<file path="config.mk">
export PLATFORM = sky130hd
export DESIGN_NAME = mem_stage_flat
export DESIGN_NICKNAME = d
export VERILOG_FILES = /design/src/rtl/mem_stage_pkg.sv /design/src/rtl/mem_stage_if.sv /design/src/rtl/mem_stage_lsu_align.sv /design/src/rtl/mem_stage.sv /design/src/flat_wrapper.sv
export SDC_FILE = /design/constraint.sdc
export NUM_CORES = 1
export LEC_CHECK = 0
export ABC_AREA = 1
export BUFFER_PORTS_ARGS = -buffer_cell sky130_fd_sc_hd__buf_4
export CELL_PAD_IN_SITES_DETAIL_PLACEMENT = 1
export CELL_PAD_IN_SITES_GLOBAL_PLACEMENT = 1
export CORE_MARGIN = 2
export CORE_UTILIZATION = 29
export DETAILED_ROUTE_END_ITERATION = 8
export PLACE_DENSITY = 0.81
export SLEW_MARGIN = 0
export SYNTH_ARGS = -nofsm -noshare
export SYNTH_HDL_FRONTEND = slang
export SYNTH_SLANG_ARGS = --single-unit
</file>
<file path="constraint.sdc">
create_clock -name clk_i -period 2.8 [get_ports clk_i]
set_input_delay 0.56 -clock clk_i [delete_from_list [all_inputs] [get_ports clk_i]]
set_output_delay 0.56 -clock clk_i [all_outputs]
set_load 0.02 [all_outputs]
</file>
<file path="src/rtl/mem_stage_pkg.sv">
// Shared types and constants for the memory-access stage.
package mem_stage_pkg;

    typedef enum logic [1:0] {
        BYTE = 2'b00,
        HALF = 2'b01,
        WORD = 2'b10
    } data_type_t;

    typedef enum logic {
        X_REG = 1'b0,
        F_REG = 1'b1
    } reg_bank_mux_t;

    typedef enum logic [1:0] {
        IDLE        = 2'b00,
        WAIT_RVALID = 2'b01,
        DONE        = 2'b10
    } mem_state_t;

    localparam logic [4:0] EXC_LOAD_MISALIGNED  = 5'd4;
    localparam logic [4:0] EXC_STORE_MISALIGNED = 5'd6;

    // Natural alignment check on the low address bits.
    function automatic logic is_misaligned(input data_type_t dt, input logic [1:0] lo);
        case (dt)
            HALF:    return lo[0];
            WORD:    return lo != 2'b00;
            default: return 1'b0;
        endcase
    endfunction

endpackage

</file>
<file path="src/rtl/mem_stage_if.sv">
// Data-memory request/grant/rvalid bus.
interface mem_stage_if;
    logic        req;
    logic        gnt;
    logic        we;
    logic [3:0]  be;
    logic [31:0] addr;
    logic [31:0] wdata;
    logic        rvalid;
    logic [31:0] rdata;

    modport master (
        output req, we, be, addr, wdata,
        input  gnt, rvalid, rdata
    );

    modport slave (
        input  req, we, be, addr, wdata,
        output gnt, rvalid, rdata
    );
endinterface

</file>
<file path="src/rtl/mem_stage_lsu_align.sv">
// Byte-lane alignment: store enables/data replication and load extraction/extension.
module mem_stage_lsu_align
    import mem_stage_pkg::*;
(
    input  data_type_t  dtype_i,
    input  logic [1:0]  addr_lo_i,
    input  logic        sign_ext_i,
    input  logic [31:0] wdata_i,
    input  logic [31:0] rdata_i,
    output logic [3:0]  be_o,
    output logic [31:0] wdata_o,
    output logic [31:0] load_data_o
);

    logic [31:0] shifted;

    // Lane selection per access width; loads are shifted down then extended.
    always_comb begin
        shifted     = rdata_i >> {addr_lo_i, 3'b000};
        be_o        = 4'b1111;
        wdata_o     = wdata_i;
        load_data_o = shifted;
        case (dtype_i)
            BYTE: begin
                be_o        = 4'b0001 << addr_lo_i;
                wdata_o     = {4{wdata_i[7:0]}};
                load_data_o = {{24{sign_ext_i & shifted[7]}}, shifted[7:0]};
            end
            HALF: begin
                be_o        = 4'b0011 << {addr_lo_i[1], 1'b0};
                wdata_o     = {2{wdata_i[15:0]}};
                load_data_o = {{16{sign_ext_i & shifted[15]}}, shifted[15:0]};
            end
            default: ;
        endcase
    end

endmodule

</file>
<file path="src/rtl/mem_stage.sv">
// Memory-access pipeline stage: EX->MEM register, data-memory sequencing,
// misaligned traps and the hold towards upstream stages.
//
// state       | meaning
// ------------+----------------------------------------------------------
// IDLE        | no bus transaction in flight; request issued from here
// WAIT_RVALID | load granted, waiting for read data
// DONE        | read data captured in rdata_q while downstream stalls
module mem_stage
    import mem_stage_pkg::*;
#(
    parameter bit ISA_F = 1'b0
) (
    input  logic          clk_i,
    input  logic          rst_i,
    input  logic [4:0]    rd_addr_ex_i,
    input  reg_bank_mux_t rd_dst_bank_ex_i,
    input  logic [31:0]   alu_result_ex_i,
    input  logic          mem_wen_ex_i,
    input  data_type_t    mem_data_type_ex_i,
    input  logic          mem_sign_extend_ex_i,
    input  logic [31:0]   mem_wdata_ex_i,
    input  logic          reg_alu_wen_ex_i,
    input  logic          reg_mem_wen_ex_i,
    input  logic          valid_ex_i,
    input  logic          stall_mem_i,
    input  logic          flush_mem_i,
    mem_stage_if.master   dmem,
    output logic [4:0]    rd_addr_mem_o,
    output reg_bank_mux_t rd_dst_bank_mem_o,
    output logic          reg_wen_mem_o,
    output logic [31:0]   rd_wdata_mem_o,
    output logic          valid_mem_o,
    output logic          mem_busy_o,
    output logic          trap_mem_o,
    output logic [4:0]    trap_cause_mem_o,
    output logic [31:0]   trap_tval_mem_o
);

    logic          valid_q, valid_d;
    logic [4:0]    rd_addr_q, rd_addr_d;
    reg_bank_mux_t bank_q, bank_d;
    logic [31:0]   alu_q, alu_d;
    logic          mem_wen_q, mem_wen_d;
    data_type_t    dtype_q, dtype_d;
    logic          sign_q, sign_d;
    logic [31:0]   wdata_q, wdata_d;
    logic          reg_alu_wen_q, reg_alu_wen_d;
    logic          reg_mem_wen_q, reg_mem_wen_d;
    mem_state_t    state_q, state_d;
    logic          flushed_q, flushed_d;
    logic [31:0]   rdata_q, rdata_d;

    logic          mem_op;
    logic          misaligned;
    logic          req;
    logic          complete;
    logic          busy;
    logic          use_rdata_q;
    logic          kill;
    logic          trap_evt;
    logic          load_en;
    logic          keep;
    logic [3:0]    be_al;
    logic [31:0]   wdata_al;
    logic [31:0]   load_data;

    mem_stage_lsu_align u_lsu_align (
        .dtype_i     (dtype_q),
        .addr_lo_i   (alu_q[1:0]),
        .sign_ext_i  (sign_q),
        .wdata_i     (wdata_q),
        .rdata_i     (use_rdata_q ? rdata_q : dmem.rdata),
        .be_o        (be_al),
        .wdata_o     (wdata_al),
        .load_data_o (load_data)
    );

    // Access sequencing: request issue, completion and the next bus state.
    always_comb begin
        state_d     = state_q;
        flushed_d   = flushed_q;
        rdata_d     = rdata_q;
        complete    = 1'b0;
        use_rdata_q = 1'b0;
        mem_op      = valid_q && (mem_wen_q || reg_mem_wen_q);
        misaligned  = is_misaligned(dtype_q, alu_q[1:0]);
        // Flush withdraws a not-yet-granted request in the same cycle.
        req         = (state_q == IDLE) && mem_op && !misaligned
                      && !stall_mem_i && !flush_mem_i;
        case (state_q)
            IDLE: begin
                if (valid_q && !stall_mem_i) begin
                    if (!mem_op || misaligned) begin
                        complete = 1'b1;
                    end else if (req && dmem.gnt) begin
                        if (mem_wen_q) complete = 1'b1;
                        else           state_d  = WAIT_RVALID;
                    end
                end
            end
            WAIT_RVALID: begin
                if (flush_mem_i) flushed_d = 1'b1;
                if (dmem.rvalid) begin
                    if (!stall_mem_i) begin
                        complete  = 1'b1;
                        flushed_d = 1'b0;
                        state_d   = IDLE;
                    end else begin
                        rdata_d = dmem.rdata;
                        state_d = DONE;
                    end
                end
            end
            DONE: begin
                use_rdata_q = 1'b1;
                if (flush_mem_i) flushed_d = 1'b1;
                if (!stall_mem_i) begin
                    complete  = 1'b1;
                    flushed_d = 1'b0;
                    state_d   = IDLE;
                end
            end
            default: state_d = IDLE;
        endcase
        busy = mem_op && !complete;
    end

    // EX->MEM register next value; a flush loads a bubble or kills a waiting op.
    always_comb begin
        valid_d       = valid_q;
        rd_addr_d     = rd_addr_q;
        bank_d        = bank_q;
        alu_d         = alu_q;
        mem_wen_d     = mem_wen_q;
        dtype_d       = dtype_q;
        sign_d        = sign_q;
        wdata_d       = wdata_q;
        reg_alu_wen_d = reg_alu_wen_q;
        reg_mem_wen_d = reg_mem_wen_q;
        load_en       = !stall_mem_i && !busy;
        keep          = valid_ex_i && !flush_mem_i;
        if (load_en) begin
            valid_d       = keep;
            rd_addr_d     = rd_addr_ex_i;
            bank_d        = rd_dst_bank_ex_i;
            alu_d         = alu_result_ex_i;
            mem_wen_d     = mem_wen_ex_i && keep;
            dtype_d       = mem_data_type_ex_i;
            sign_d        = mem_sign_extend_ex_i;
            wdata_d       = mem_wdata_ex_i;
            reg_alu_wen_d = reg_alu_wen_ex_i && keep;
            reg_mem_wen_d = reg_mem_wen_ex_i && keep;
        end else if (flush_mem_i && state_q == IDLE) begin
            valid_d = 1'b0;
        end
    end

    // State and pipeline registers with synchronous reset.
    always_ff @(posedge clk_i) begin
        if (rst_i) begin
            valid_q       <= 1'b0;
            rd_addr_q     <= '0;
            bank_q        <= X_REG;
            alu_q         <= '0;
            mem_wen_q     <= 1'b0;
            dtype_q       <= BYTE;
            sign_q        <= 1'b0;
            wdata_q       <= '0;
            reg_alu_wen_q <= 1'b0;
            reg_mem_wen_q <= 1'b0;
            state_q       <= IDLE;
            flushed_q     <= 1'b0;
            rdata_q       <= '0;
        end else begin
            valid_q       <= valid_d;
            rd_addr_q     <= rd_addr_d;
            bank_q        <= bank_d;
            alu_q         <= alu_d;
            mem_wen_q     <= mem_wen_d;
            dtype_q       <= dtype_d;
            sign_q        <= sign_d;
            wdata_q       <= wdata_d;
            reg_alu_wen_q <= reg_alu_wen_d;
            reg_mem_wen_q <= reg_mem_wen_d;
            state_q       <= state_d;
            flushed_q     <= flushed_d;
            rdata_q       <= rdata_d;
        end
    end

    // Bus and write-back outputs; everything idles at zero when not active.
    always_comb begin
        dmem.req          = req;
        dmem.we           = req && mem_wen_q;
        dmem.be           = req ? be_al : 4'b0000;
        dmem.addr         = req ? {alu_q[31:2], 2'b00} : 32'd0;
        dmem.wdata        = req ? wdata_al : 32'd0;
        kill              = flush_mem_i || flushed_q;
        trap_evt          = complete && mem_op && misaligned;
        valid_mem_o       = complete && !kill && !trap_evt;
        trap_mem_o        = trap_evt && !kill;
        trap_cause_mem_o  = trap_mem_o ? (mem_wen_q ? EXC_STORE_MISALIGNED : EXC_LOAD_MISALIGNED)
                                       : 5'd0;
        trap_tval_mem_o   = trap_mem_o ? alu_q : 32'd0;
        reg_wen_mem_o     = valid_mem_o && (reg_alu_wen_q || reg_mem_wen_q);
        rd_wdata_mem_o    = valid_mem_o ? (reg_mem_wen_q ? load_data : alu_q) : 32'd0;
        rd_addr_mem_o     = rd_addr_q;
        rd_dst_bank_mem_o = ISA_F ? bank_q : X_REG;
        mem_busy_o        = busy;
    end

endmodule

</file>
<file path="src/flat_wrapper.sv">
// flat-port wrapper written by rule: the top's interface ports become plain ports
module mem_stage_flat import mem_stage_pkg::*;
#(
    parameter bit ISA_F = 1'b0
)
  (clk_i, rst_i, rd_addr_ex_i, rd_dst_bank_ex_i, alu_result_ex_i, mem_wen_ex_i, mem_data_type_ex_i, mem_sign_extend_ex_i, mem_wdata_ex_i, reg_alu_wen_ex_i, reg_mem_wen_ex_i, valid_ex_i, stall_mem_i, flush_mem_i, rd_addr_mem_o, rd_dst_bank_mem_o, reg_wen_mem_o, rd_wdata_mem_o, valid_mem_o, mem_busy_o, trap_mem_o, trap_cause_mem_o, trap_tval_mem_o, dmem_req, dmem_we, dmem_be, dmem_addr, dmem_wdata, dmem_gnt, dmem_rvalid, dmem_rdata);
  mem_stage_if dmem_i ();
  input  logic clk_i;
  input  logic rst_i;
  input  logic [4:0] rd_addr_ex_i;
  input  reg_bank_mux_t rd_dst_bank_ex_i;
  input  logic [31:0] alu_result_ex_i;
  input  logic mem_wen_ex_i;
  input  data_type_t mem_data_type_ex_i;
  input  logic mem_sign_extend_ex_i;
  input  logic [31:0] mem_wdata_ex_i;
  input  logic reg_alu_wen_ex_i;
  input  logic reg_mem_wen_ex_i;
  input  logic valid_ex_i;
  input  logic stall_mem_i;
  input  logic flush_mem_i;
  output logic [4:0] rd_addr_mem_o;
  output reg_bank_mux_t rd_dst_bank_mem_o;
  output logic reg_wen_mem_o;
  output logic [31:0] rd_wdata_mem_o;
  output logic valid_mem_o;
  output logic mem_busy_o;
  output logic trap_mem_o;
  output logic [4:0] trap_cause_mem_o;
  output logic [31:0] trap_tval_mem_o;
  output wire logic [$bits(dmem_i.req)-1:0] dmem_req;
  output wire logic [$bits(dmem_i.we)-1:0] dmem_we;
  output wire logic [$bits(dmem_i.be)-1:0] dmem_be;
  output wire logic [$bits(dmem_i.addr)-1:0] dmem_addr;
  output wire logic [$bits(dmem_i.wdata)-1:0] dmem_wdata;
  input wire logic [$bits(dmem_i.gnt)-1:0] dmem_gnt;
  input wire logic [$bits(dmem_i.rvalid)-1:0] dmem_rvalid;
  input wire logic [$bits(dmem_i.rdata)-1:0] dmem_rdata;
  assign dmem_req = dmem_i.req;
  assign dmem_we = dmem_i.we;
  assign dmem_be = dmem_i.be;
  assign dmem_addr = dmem_i.addr;
  assign dmem_wdata = dmem_i.wdata;
  assign dmem_i.gnt = dmem_gnt;
  assign dmem_i.rvalid = dmem_rvalid;
  assign dmem_i.rdata = dmem_rdata;
  mem_stage #(.ISA_F(ISA_F)) u_core (.clk_i(clk_i), .rst_i(rst_i), .rd_addr_ex_i(rd_addr_ex_i), .rd_dst_bank_ex_i(rd_dst_bank_ex_i), .alu_result_ex_i(alu_result_ex_i), .mem_wen_ex_i(mem_wen_ex_i), .mem_data_type_ex_i(mem_data_type_ex_i), .mem_sign_extend_ex_i(mem_sign_extend_ex_i), .mem_wdata_ex_i(mem_wdata_ex_i), .reg_alu_wen_ex_i(reg_alu_wen_ex_i), .reg_mem_wen_ex_i(reg_mem_wen_ex_i), .valid_ex_i(valid_ex_i), .stall_mem_i(stall_mem_i), .flush_mem_i(flush_mem_i), .dmem(dmem_i), .rd_addr_mem_o(rd_addr_mem_o), .rd_dst_bank_mem_o(rd_dst_bank_mem_o), .reg_wen_mem_o(reg_wen_mem_o), .rd_wdata_mem_o(rd_wdata_mem_o), .valid_mem_o(valid_mem_o), .mem_busy_o(mem_busy_o), .trap_mem_o(trap_mem_o), .trap_cause_mem_o(trap_cause_mem_o), .trap_tval_mem_o(trap_tval_mem_o));
endmodule
</file>
==> results.toml <==
[worst_setup_path]
critPathArrivalTime_ns = 2.43
cp_max_fo = 8
cp-end-kind = "primary output"
slowest_stage = "dfxtp_2"
worstPathCellList = "inv_4 > ha_4 > buf_6 > o21ai_2 > nand2_1 > o21ai_2 > a21oi_2 > nand3_2 > buf_4 > nand2_8 > a21oi_1 > nor3_2 > buf_4"
slowest_delay_ns = 0.36
crit_type = "reg -> out"
startpoint_type = "flip-flop"
cp.required_ns = 2.24

[finish]
layout.nets = 1431
multi_input_area_sq_um = 4370
finalNonFillerCells = 1594
final_area_sq_um = 10680
area_delta_synth_final_pct = 64.39
nFillCells = 2730
diodes = 0
drive_above_1_share = 0.3805
final-seq-area_sq_um = 2230

[global_routing]
grt_pass1_vias = 8313
antenna_found_initial = 0
overflow = 0
grt_max_degree = 85
grt_pass1_wl_microns = 46410
grt_usage = 0.2473

[worst_hold_path]
hold_path.class = "reg -> reg"

[timing]
period_minus_slack_ns = 2.990
finalCritPeriodShare = 1.068
whs_ns = 0.4593
fmax_mhz = 334.5
max_slew_margin = 0.3126
worstMarginPinSlew_ns = 1.031
final-hold-violation-count = 0
layout_setup_ws_ns = -0.1899
clock_skew_ns = 0.01252
finalMaxSlewViolations = 0
grt_setup_unrepaired = "true"
setup_violations = 65

[outcome]
violations = "setup timing"
status = "finished, violations left"

[logic_synthesis]
ys.flop_type = "dfxtp_1"
yosys_warnings = 0
synth_area_sq_um = 6496
ys_ff_latch = 111
synth_common_cells = "nand2_1 (212), a21oi_1 (168), nor2_1 (151)"
yosysTopAreaCellShare = 0.3421
ys_types = 36
synth_largest_area_cell = "dfxtp_1"
syn_avg_cell_area_sq_um = 6.193
ys_seq_area_frac = 0.3421
synth_edf_count = 0
yosysMostFrequentCell = "nand2_1"
synth-async-reset-ratio = 0
syn-instance-count = 1049
synthTopCellsByArea = "dfxtp_1 (34%), a21oi_1 (13%), nand2_1 (12%), nor2_1 (8.7%), nand3_1 (6.7%)"

[routing]
vias_per_cell = 5.282
avgRoutedWirePerCell_microns = 20.31
drcViolationCount = 0
drtIter0Drc = 468
ant_nets = 0
num_vias = 8420
wl_microns = 32380
drtPass1Iterations = 5

[clock_network]
clockBufferDepth = 2
path_clk_slew_ns = 0.08
cts_tree = "yes"
cts_hold_buf = 0
cts_root_buffer = "clkbuf_16"
cts.sinks = 111
cts_buffers = 9
clock_latency_ns = 0.37
htreeDepth = 3

[floorplanning]
die-area_sq_um = 23610
io_pins = 264
initial_utilization = 0.2968
dieWidth_microns = 153.7
core_area_sq_um = 21890
rows = 54
die_h_microns = 153.7

[power]
switchingPower_mw = 1.786
peakVddDrop_mv = 0.2884
pwr-share-seq = 0.357
power.share.combinational = 0.347
clock_power_share = 0.296
intPower_mw = 3.201
power.density_nw_per_um2 = 467.0
p_leak_nw = 4.488
switching_share = 0.3581

[placement]
dpl_worst_slack_ns = -0.0007232
dp_hpwl_microns = 21460
io_buffers = 256
placed_area_sq_um = 8705
place_congestion = 0.8536
place_inst = 1549

[run]
max-cap-violations = 0
[layout by cell type (no fill, tap or decap), drive strengths merged, types with 2 or more instances in the layout]
| cell type | synthesis | final |
|---|---|---|
| buf | 39 | 324 |
| nand2 | 215 | 215 |
| a21oi | 168 | 168 |
| nor2 | 153 | 153 |
| dfxtp | 111 | 111 |
| inv | 95 | 98 |
| o21ai | 89 | 89 |
| nand3 | 88 | 88 |
| clkbuf | 46 | 14 |
| o22ai | 10 | 10 |
| ha | 7 | 7 |
| conb | 1 | 6 |
| o211ai | 5 | 5 |
| a211oi | 5 | 5 |
| clkinv | 3 | 4 |
| nor3 | 3 | 3 |
| nand4 | 2 | 2 |
| bufinv | 0 | 2 |
| o31ai | 2 | 2 |
[sequential cells by signal (all words and copies together), names as in the netlist, 2 cells and up]
signal,flops
u_core.alu_q,32
u_core.rd_addr_mem_o,5
u_core.wdata_q,32
u_core.state_q,2
u_core.rdata_q,32
u_core.dtype_q,2
[logic make-up (layout without fill, tap and decap cells)]
family,after synthesis,after routing,synth area share
other,1,6,0.0005773
buffers and inverters,183,443,0.1240
flip-flops,111,111,0.3421
multiplexers,1,1,0.001541
AND/OR/NAND/NOR,462,462,0.2899
AO/OA/AOI/OAI,284,284,0.2284
adder cells (fa/ha/maj),7,7,0.01348
[stage by stage]
step	total power, mW	TNS, ns	utilization
final	4.988	-5.965	0.4878
after global routing	5.219	-15.91	0.4878
after CTS	4.746	-2.591	0.4482
after detailed placement	3.041	-0.0007232	0.3976
after global placement	3.011	0	0.3976
after floorplan	2.532	-0.06719	-
[critical path: cells and delay by family, from the launching register on]
kind | cells | cell delay (ns)
compound gates | 4 | 0.64
fa+ha+maj | 1 | 0.18
buf+inv | 4 | 0.53
flops | 1 | 0.36
simple gates | 4 | 0.35
[worst paths after layout]
kind,from,slack (ns),end,cells after the start
hold / removal,u_core.rdata_q[26],0.46,u_core.rdata_q[26],2
setup / recovery,u_core.state_q[0],-0.19,rd_wdata_mem_o[15],13
hold reg to reg,u_core.rdata_q[26],0.46,u_core.rdata_q[26],2
setup reg to reg,u_core.dtype_q[0],0.43,u_core.alu_q[12],15
[power groups by stage]
stage / Sequential (mW) / Combinational [mW] / Clock, mW
after global routing: 1.79 / 1.86 / 1.56
after global placement: 1.80 / 1.21 / 0
after detailed placement: 1.81 / 1.24 / 0
final: 1.78 / 1.73 / 1.48
after CTS: 1.77 / 1.47 / 1.51
after floorplan: 1.79 / 0.743 / 0
[what timing repair did]
| item | 4_1_cts | 5_1_grt |
|---|---|---|
| hold endpoints to repair | 0 | 0 |
| setup endpoints to repair | 86 | 85 |
| gates cloned | 4 | 5 |
| pin swaps | 19 | 26 |
| setup buffers | 14 | 8 |
| resized for setup | 176 | 183 |
[metal layers]
| metal | routed length (microns) | track usage | vias up | part of all wire |
|---|---|---|---|---|
| met5 | 0 | 0 | - | 0 |
| met4 | 1248 | 0.08650 | 0 | 0.039 |
| met3 | 2201 | 0.06595 | 73 | 0.068 |
| met2 | 16530 | 0.4353 | 312 | 0.51 |
| met1 | 12400 | 0.2893 | 4115 | 0.38 |
| li1 | - | - | 3920 | - |
[area by class of cell]
class,count,share of cell area
multi-input combinational,760,0.4093
timing repair buffer,329,0.2817
clock inverter,7,0.009725
sequential,111,0.2088
inverter,98,0.03667
tap,280,0.03281
clock buffer,9,0.02109
Power figures use the tool's default switching activity.
